## src/rtl/cpu_types_pkg.sv

```systemverilog
// Shared CPU type definitions: RAM handshake states, arbiter FSM states,
// the machine word and a few widths used by the memory arbiter.
package cpu_types_pkg;

  typedef logic [31:0] word_t;

  typedef enum logic [1:0] {
    FREE   = 2'd0,
    BUSY   = 2'd1,
    ACCESS = 2'd2,
    ERROR  = 2'd3
  } ramstate_t;

  typedef enum logic [1:0] {
    IDLE   = 2'd0,
    IGRANT = 2'd1,
    DGRANT = 2'd2,
    TRAP   = 2'd3
  } arb_state_t;

  localparam int WD_W     = 8;
  localparam int STARVE_W = 4;

endpackage

```

## src/rtl/arb_watchdog.sv

```systemverilog
// Grant watchdog: counts cycles a grant spends waiting on the RAM.
// Cleared while the arbiter is idle, so every grant starts from zero;
// saturates instead of wrapping; 'expired' flags the last allowed cycle.
module arb_watchdog
  import cpu_types_pkg::*;
#(
  parameter int TIMEOUT = 64
) (
  input  logic CLK,
  input  logic nRST,
  input  logic clr,
  input  logic en,
  output logic expired
);

  localparam logic [WD_W-1:0] WD_LIM = WD_W'(TIMEOUT - 1);
  localparam logic [WD_W-1:0] WD_SAT = {WD_W{1'b1}};

  logic [WD_W-1:0] wd_cnt;

  // Wait counter: clear has priority, then saturating increment.
  always_ff @(posedge CLK or negedge nRST) begin
    if (!nRST) begin
      wd_cnt <= '0;
    end else if (clr) begin
      wd_cnt <= '0;
    end else if (en && (wd_cnt != WD_SAT)) begin
      wd_cnt <= wd_cnt + 1'b1;
    end
  end

  assign expired = (wd_cnt == WD_LIM);

endmodule

```

## src/rtl/mem_arbiter.sv

```systemverilog
// Registered arbiter sharing the unified single-port RAM between fetch
// (instruction read) and the memory stage (data read/write). Data has
// priority; after STARVE_MAX data grants with fetch waiting, one fetch
// grant is forced. A watchdog traps grants stuck waiting on the RAM.
// Optional: define MEM_ARB_STATS_EN to add transaction/stall counters.
module mem_arbiter
  import cpu_types_pkg::*;
#(
  parameter int STARVE_MAX = 4,
  parameter int TIMEOUT    = 64
) (
  input  logic        CLK,
  input  logic        nRST,
  input  logic        iREN,
  input  logic [31:0] iaddr,
  input  logic        dREN,
  input  logic        dWEN,
  input  logic [31:0] daddr,
  input  logic [31:0] dstore,
  input  logic [1:0]  ramstate,
  input  logic [31:0] ramload,
  output logic        ramREN,
  output logic        ramWEN,
  output logic [31:0] ramaddr,
  output logic [31:0] ramstore,
  output logic        ihit,
  output logic        dhit,
  output logic [31:0] iload,
  output logic [31:0] dload,
  output logic        err
`ifdef MEM_ARB_STATS_EN
  ,
  output logic [31:0] icount,
  output logic [31:0] dcount,
  output logic [31:0] stall_cycles
`endif
);

  localparam logic [STARVE_W-1:0] STARVE_LIM = STARVE_W'(STARVE_MAX);

  arb_state_t          state, next_state;
  logic [STARVE_W-1:0] starve_cnt, starve_nxt;
  logic                dwr, dwr_nxt;
  logic                wd_clr, wd_en, wd_expired;
  ramstate_t           rs;
  logic                access;
  logic                dreq;

  assign rs     = ramstate_t'(ramstate);
  assign access = (rs == ACCESS);
  assign dreq   = dREN | dWEN;
  assign wd_clr = (state == IDLE);
  assign err    = (state == TRAP);

  arb_watchdog #(
    .TIMEOUT(TIMEOUT)
  ) u_watchdog (
    .CLK    (CLK),
    .nRST   (nRST),
    .clr    (wd_clr),
    .en     (wd_en),
    .expired(wd_expired)
  );

  // State, starvation counter and latched write/read type of the data grant.
  always_ff @(posedge CLK or negedge nRST) begin
    if (!nRST) begin
      state      <= IDLE;
      starve_cnt <= '0;
      dwr        <= 1'b0;
    end else begin
      state      <= next_state;
      starve_cnt <= starve_nxt;
      dwr        <= dwr_nxt;
    end
  end

  // Arbitration, grant outputs, completion/abort/trap decisions.
  always_comb begin
    next_state = state;
    starve_nxt = starve_cnt;
    dwr_nxt    = dwr;
    wd_en      = 1'b0;
    ramREN     = 1'b0;
    ramWEN     = 1'b0;
    ramaddr    = '0;
    ramstore   = '0;
    ihit       = 1'b0;
    dhit       = 1'b0;
    iload      = '0;
    dload      = '0;
    case (state)
      IDLE: begin
        if (iREN && (starve_cnt == STARVE_LIM)) begin
          next_state = IGRANT;
        end else if (dreq) begin
          next_state = DGRANT;
          dwr_nxt    = dWEN;
        end else if (iREN) begin
          next_state = IGRANT;
        end
      end
      IGRANT: begin
        // Completion wins over a same-cycle request drop, so keep the
        // enable up whenever the RAM reports ACCESS.
        ramaddr = iaddr;
        ramREN  = iREN | access;
        if (access) begin
          ihit       = 1'b1;
          iload      = ramload;
          starve_nxt = '0;
          next_state = IDLE;
        end else if (rs == ERROR) begin
          next_state = TRAP;
        end else if (!iREN) begin
          next_state = IDLE;
        end else if (wd_expired) begin
          next_state = TRAP;
        end else begin
          wd_en = 1'b1;
        end
      end
      DGRANT: begin
        ramaddr  = daddr;
        ramstore = dstore;
        ramWEN   = (dreq | access) & dwr;
        ramREN   = (dreq | access) & ~dwr;
        if (access) begin
          dhit       = 1'b1;
          dload      = ramload;
          next_state = IDLE;
          if (iREN && (starve_cnt != STARVE_LIM)) begin
            starve_nxt = starve_cnt + 1'b1;
          end
        end else if (rs == ERROR) begin
          next_state = TRAP;
        end else if (!dreq) begin
          next_state = IDLE;
        end else if (wd_expired) begin
          next_state = TRAP;
        end else begin
          wd_en = 1'b1;
        end
      end
      TRAP: begin
        next_state = TRAP;
      end
      default: begin
        next_state = IDLE;
      end
    endcase
  end

`ifdef MEM_ARB_STATS_EN
  // Completed-transaction and fetch-stall counters, wrapping at 2^32.
  always_ff @(posedge CLK or negedge nRST) begin
    if (!nRST) begin
      icount       <= '0;
      dcount       <= '0;
      stall_cycles <= '0;
    end else begin
      if (ihit) icount <= icount + 32'd1;
      if (dhit) dcount <= dcount + 32'd1;
      if (iREN && (state != IGRANT)) stall_cycles <= stall_cycles + 32'd1;
    end
  end
`endif

endmodule

```

## config.mk

```make
export PLATFORM = sky130hd
export DESIGN_NAME = mem_arbiter
export DESIGN_NICKNAME = d
export VERILOG_FILES = /design/src/rtl/cpu_types_pkg.sv /design/src/rtl/arb_watchdog.sv /design/src/rtl/mem_arbiter.sv
export SDC_FILE = /design/constraint.sdc
export NUM_CORES = 1
export LEC_CHECK = 0
export ABC_AREA = 0
export CAP_MARGIN = 40
export CORE_AREA = 2 2 105 107
export CTS_BUF_LIST = sky130_fd_sc_hd__clkbuf_8
export DETAILED_ROUTE_END_ITERATION = 7
export DIE_AREA = 0 0 107 109
export GPL_TIMING_DRIVEN = 0
export PLACE_DENSITY = 0.71
export SLEW_MARGIN = 20
export SYNTH_ARGS = -nofsm -noshare
export SYNTH_HDL_FRONTEND = slang
export SYNTH_HIERARCHICAL = 1
export SYNTH_SLANG_ARGS = --single-unit
```

## constraint.sdc

```tcl
create_clock -name CLK -period 2.9 [get_ports CLK]
set_input_delay 0.87 -clock CLK [delete_from_list [all_inputs] [get_ports CLK]]
set_output_delay 0.87 -clock CLK [all_outputs]
set_load 0.005 [all_outputs]
```

==> results.ini <==
[grt]
grtUsageMet3=0.0544
track_usage=0.216
use_met1=0.277
first_global_vias=3320
grt_start_max_net_pins=16
top_usage_layer=met2
grt.met2_usage=0.368
gr-total-overflow=0
global_route_wire_length_before_repair_mm=19.5
grt_antenna_before_repair=1

[logic_synthesis]
mappedNetlistArea_um2=2280
synth_cell_type_count=46
synth-seq-area-share=0.165
synth_area_per_cell_um2=7.28
asyncSetResetFlopFracSynth=1.00
synthFlopType=sky130_fd_sc_hd__dfrtp_1
synth_nets=456
post_syn_instances=313
yosys_register_bits=15
yosysWarnings=6
post_synth_edffs=0

[job]
cap_violations=0

[floorplan]
die_height_um=109
design.die.area_um2=11700
core_um2=10600
initial_core_util=0.215
die_w_um=107
fp-row-count=38
num_io_pins=268

[clock_network]
tritoncts.num_buffers=3
clk_pin_slew_ns=0.06
cts_max_path_buffers=2
cts.root.buffer_cell=sky130_fd_sc_hd__clkbuf_8
clock_insertion_delay_worst_skew_ns=0.24
cts.sink_count=15
tritoncts=done
htreeDepth=1

[worst_setup_path]
crit_path_start_kind=primary input
critPathCaptureType=output pin
path_max_fanout=9
rr_worst_depth=11
critPathArrivalTime_ns=2.01
timing.setup.critical_path_class=in -> out
worst_ep_required_time_ns=2.03

[final_layout]
layout.cells.most_common=sky130_fd_sc_hd__clkdlybuf4s50_1
post_route_cells_drive_above_1_share=0.162
finish.net_count=749
num_antenna_cells=0
nFillCells=1043
final_cell_mix=sky130_fd_sc_hd__clkdlybuf4s50_1, sky130_fd_sc_hd__dlygate4sd2_1, sky130_fd_sc_hd__and3_1
area_delta_synth_final_pct=138

[drt]
dr.pass1.iters=4
route.detailed.drc=0
routed-via-count=3579
detail_route.wl_per_cell_um=18.8
postRouteWirelength_mm=14.0
detail-route-antenna-nets=0
detail_route.vias_per_cell=4.80
drt_iter0_markers=244

[sta]
finalCriticalPeriod_ns=2.88
achievable-frequency_mhz=347
fin_worst_skew_ns=0.00427
setup_viol=0
final_min_period_over_clock_period=0.994
timing.final.max_slew_violations=0
timing_worst_slew_pin_value_ns=0.680
tns_ns=0
timing.max_slew.rel_slack=0.545
final_hold_viol_count=0
timing.hold.ws_ns=0.553

[run_status]
outcome=finished, final reports clean

[power_and_ir_drop]
max-vdd-ir-drop_v=0.000338
power_leakage_nw=2.94
cellPowerDensity_nw_per_um2=613

[placement]
port-buffer-count=267
hpwlAfterDp_mm=11.3
routabilityCongestion=0.882

[hold_path]
worst_hold_path_type=reg -> reg
hold_depth=1

-- power by group --
part	total, mW	switching [mW]	internal, mW
Combinational	2.86	1.29	1.57
Sequential	0.311	0.0535	0.257
Clock	0.162	0.0682	0.0935
Total	3.33	1.41	1.92
-- Yosys cell counts, types with 2 or more instances --
library cell | instances | area (um^2)
sky130_fd_sc_hd__o21a_1 | 2 | 15.0
sky130_fd_sc_hd__a211oi_1 | 4 | 30.0
sky130_fd_sc_hd__buf_6 | 2 | 22.5
sky130_fd_sc_hd__o21bai_1 | 2 | 15.0
sky130_fd_sc_hd__o21ai_0 | 9 | 45.0
sky130_fd_sc_hd__or3_1 | 2 | 12.5
sky130_fd_sc_hd__buf_2 | 4 | 20.0
sky130_fd_sc_hd__and3_1 | 64 | 400
sky130_fd_sc_hd__nor2_1 | 9 | 33.8
sky130_fd_sc_hd__mux2i_1 | 2 | 20.0
sky130_fd_sc_hd__nor2b_1 | 36 | 225
sky130_fd_sc_hd__a31oi_1 | 2 | 12.5
sky130_fd_sc_hd__mux2_4 | 2 | 30.0
sky130_fd_sc_hd__ha_1 | 8 | 100
sky130_fd_sc_hd__nand4_1 | 3 | 18.8
sky130_fd_sc_hd__nand3_1 | 5 | 25.0
sky130_fd_sc_hd__nor3_1 | 4 | 20.0
sky130_fd_sc_hd__o211ai_1 | 2 | 15.0
sky130_fd_sc_hd__dfrtp_1 | 15 | 375
sky130_fd_sc_hd__a21oi_1 | 4 | 20.0
sky130_fd_sc_hd__a22oi_1 | 32 | 240
sky130_fd_sc_hd__and2_1 | 34 | 213
sky130_fd_sc_hd__clkbuf_1 | 25 | 93.8
sky130_fd_sc_hd__nand2b_1 | 3 | 18.8
sky130_fd_sc_hd__nand2_1 | 9 | 33.8
sky130_fd_sc_hd__inv_1 | 9 | 33.8
-- worst max-delay path, stage by stage --
cell and delay [ns]:
sky130_fd_sc_hd__buf_6 0.10, sky130_fd_sc_hd__and2b_2 0.22, sky130_fd_sc_hd__buf_6 0.14, sky130_fd_sc_hd__clkbuf_8 0.15, sky130_fd_sc_hd__buf_4 0.13, sky130_fd_sc_hd__and3_1 0.18, sky130_fd_sc_hd__clkdlybuf4s15_1 0.21
-- worst paths after layout --
kind | startpoint | endpoint | slack (ns)
worst max-delay path | ramstate[1] | dload[23] | 0.02
worst min-delay path | dwr$_DFFE_PN0P_ | dwr$_DFFE_PN0P_ | 0.55
worst max register to register | u_watchdog/wd_cnt[0]$_DFFE_PN0P_ | u_watchdog/wd_cnt[5]$_DFFE_PN0P_ | 0.23
worst min register to register | dwr$_DFFE_PN0P_ | dwr$_DFFE_PN0P_ | 0.55
max in group asynchronous | nRST | starve_cnt[1]$_DFFE_PN0P_ | 1.43
min in group asynchronous | nRST | u_watchdog/wd_cnt[2]$_DFFE_PN0P_ | 1.04
-- routing by layer --
metal / routed length (um) / vias up / part of all wire
li1: - / 1703 / -
met1: 5670 / 1685 / 0.41
met2: 6800 / 165 / 0.49
met3: 1220 / 26 / 0.087
met4: 269 / 0 / 0.019
met5: 0 / - / 0
-- registers in the layout, summed over array words and instances, names as in the netlist --
register,flops
state,2
dwr,1
u_watchdog/wd_cnt,8
starve_cnt,4
-- stage by stage --
stage	total power [mW]	cell area (um^2)	setup slack, ns	instances	util
after global placement	2.97	5130	-0.806	720	0.484
after global routing	3.57	5430	-0.0155	745	0.512
after floorplan	1.51	2280	0.366	313	-
after CTS	3.26	5380	-0.00153	738	0.508
final	3.33	5430	0.0184	745	0.512
after detailed placement	3.00	5130	-0.825	720	0.484
-- cell type report --
class | count | area (um^2) | share of cell area
clock inverter | 1 | 3.75 | 0.000691
buffer | 33 | 308 | 0.0567
sequential | 15 | 375 | 0.0691
clock buffer | 3 | 41.3 | 0.00760
tap | 140 | 175 | 0.0323
multi-input combinational | 256 | 1770 | 0.326
timing repair buffer | 288 | 2730 | 0.502
inverter | 9 | 33.8 | 0.00622
-- what timing repair did --
action,in CTS,in global routing
hold buffers,0,0
buffers inserted,11,7
cloned,3,0
gates resized for setup,238,33
pin swaps,0,1
setup endpoints to repair,133,52
-- kinds of logic (layout without fill, tap and decap cells) --
| family | after synthesis | count (layout) | share of synthesized area |
|---|---|---|---|
| compound gates | 65 | 65 | 0.205 |
| xor+xnor | 1 | 1 | 0.00384 |
| flops | 15 | 15 | 0.165 |
| buf+inv | 42 | 334 | 0.0785 |
| simple gates | 176 | 176 | 0.472 |
| mux | 6 | 6 | 0.0318 |
| fa+ha+maj | 8 | 8 | 0.0439 |
(Power assumes the default switching activity.)
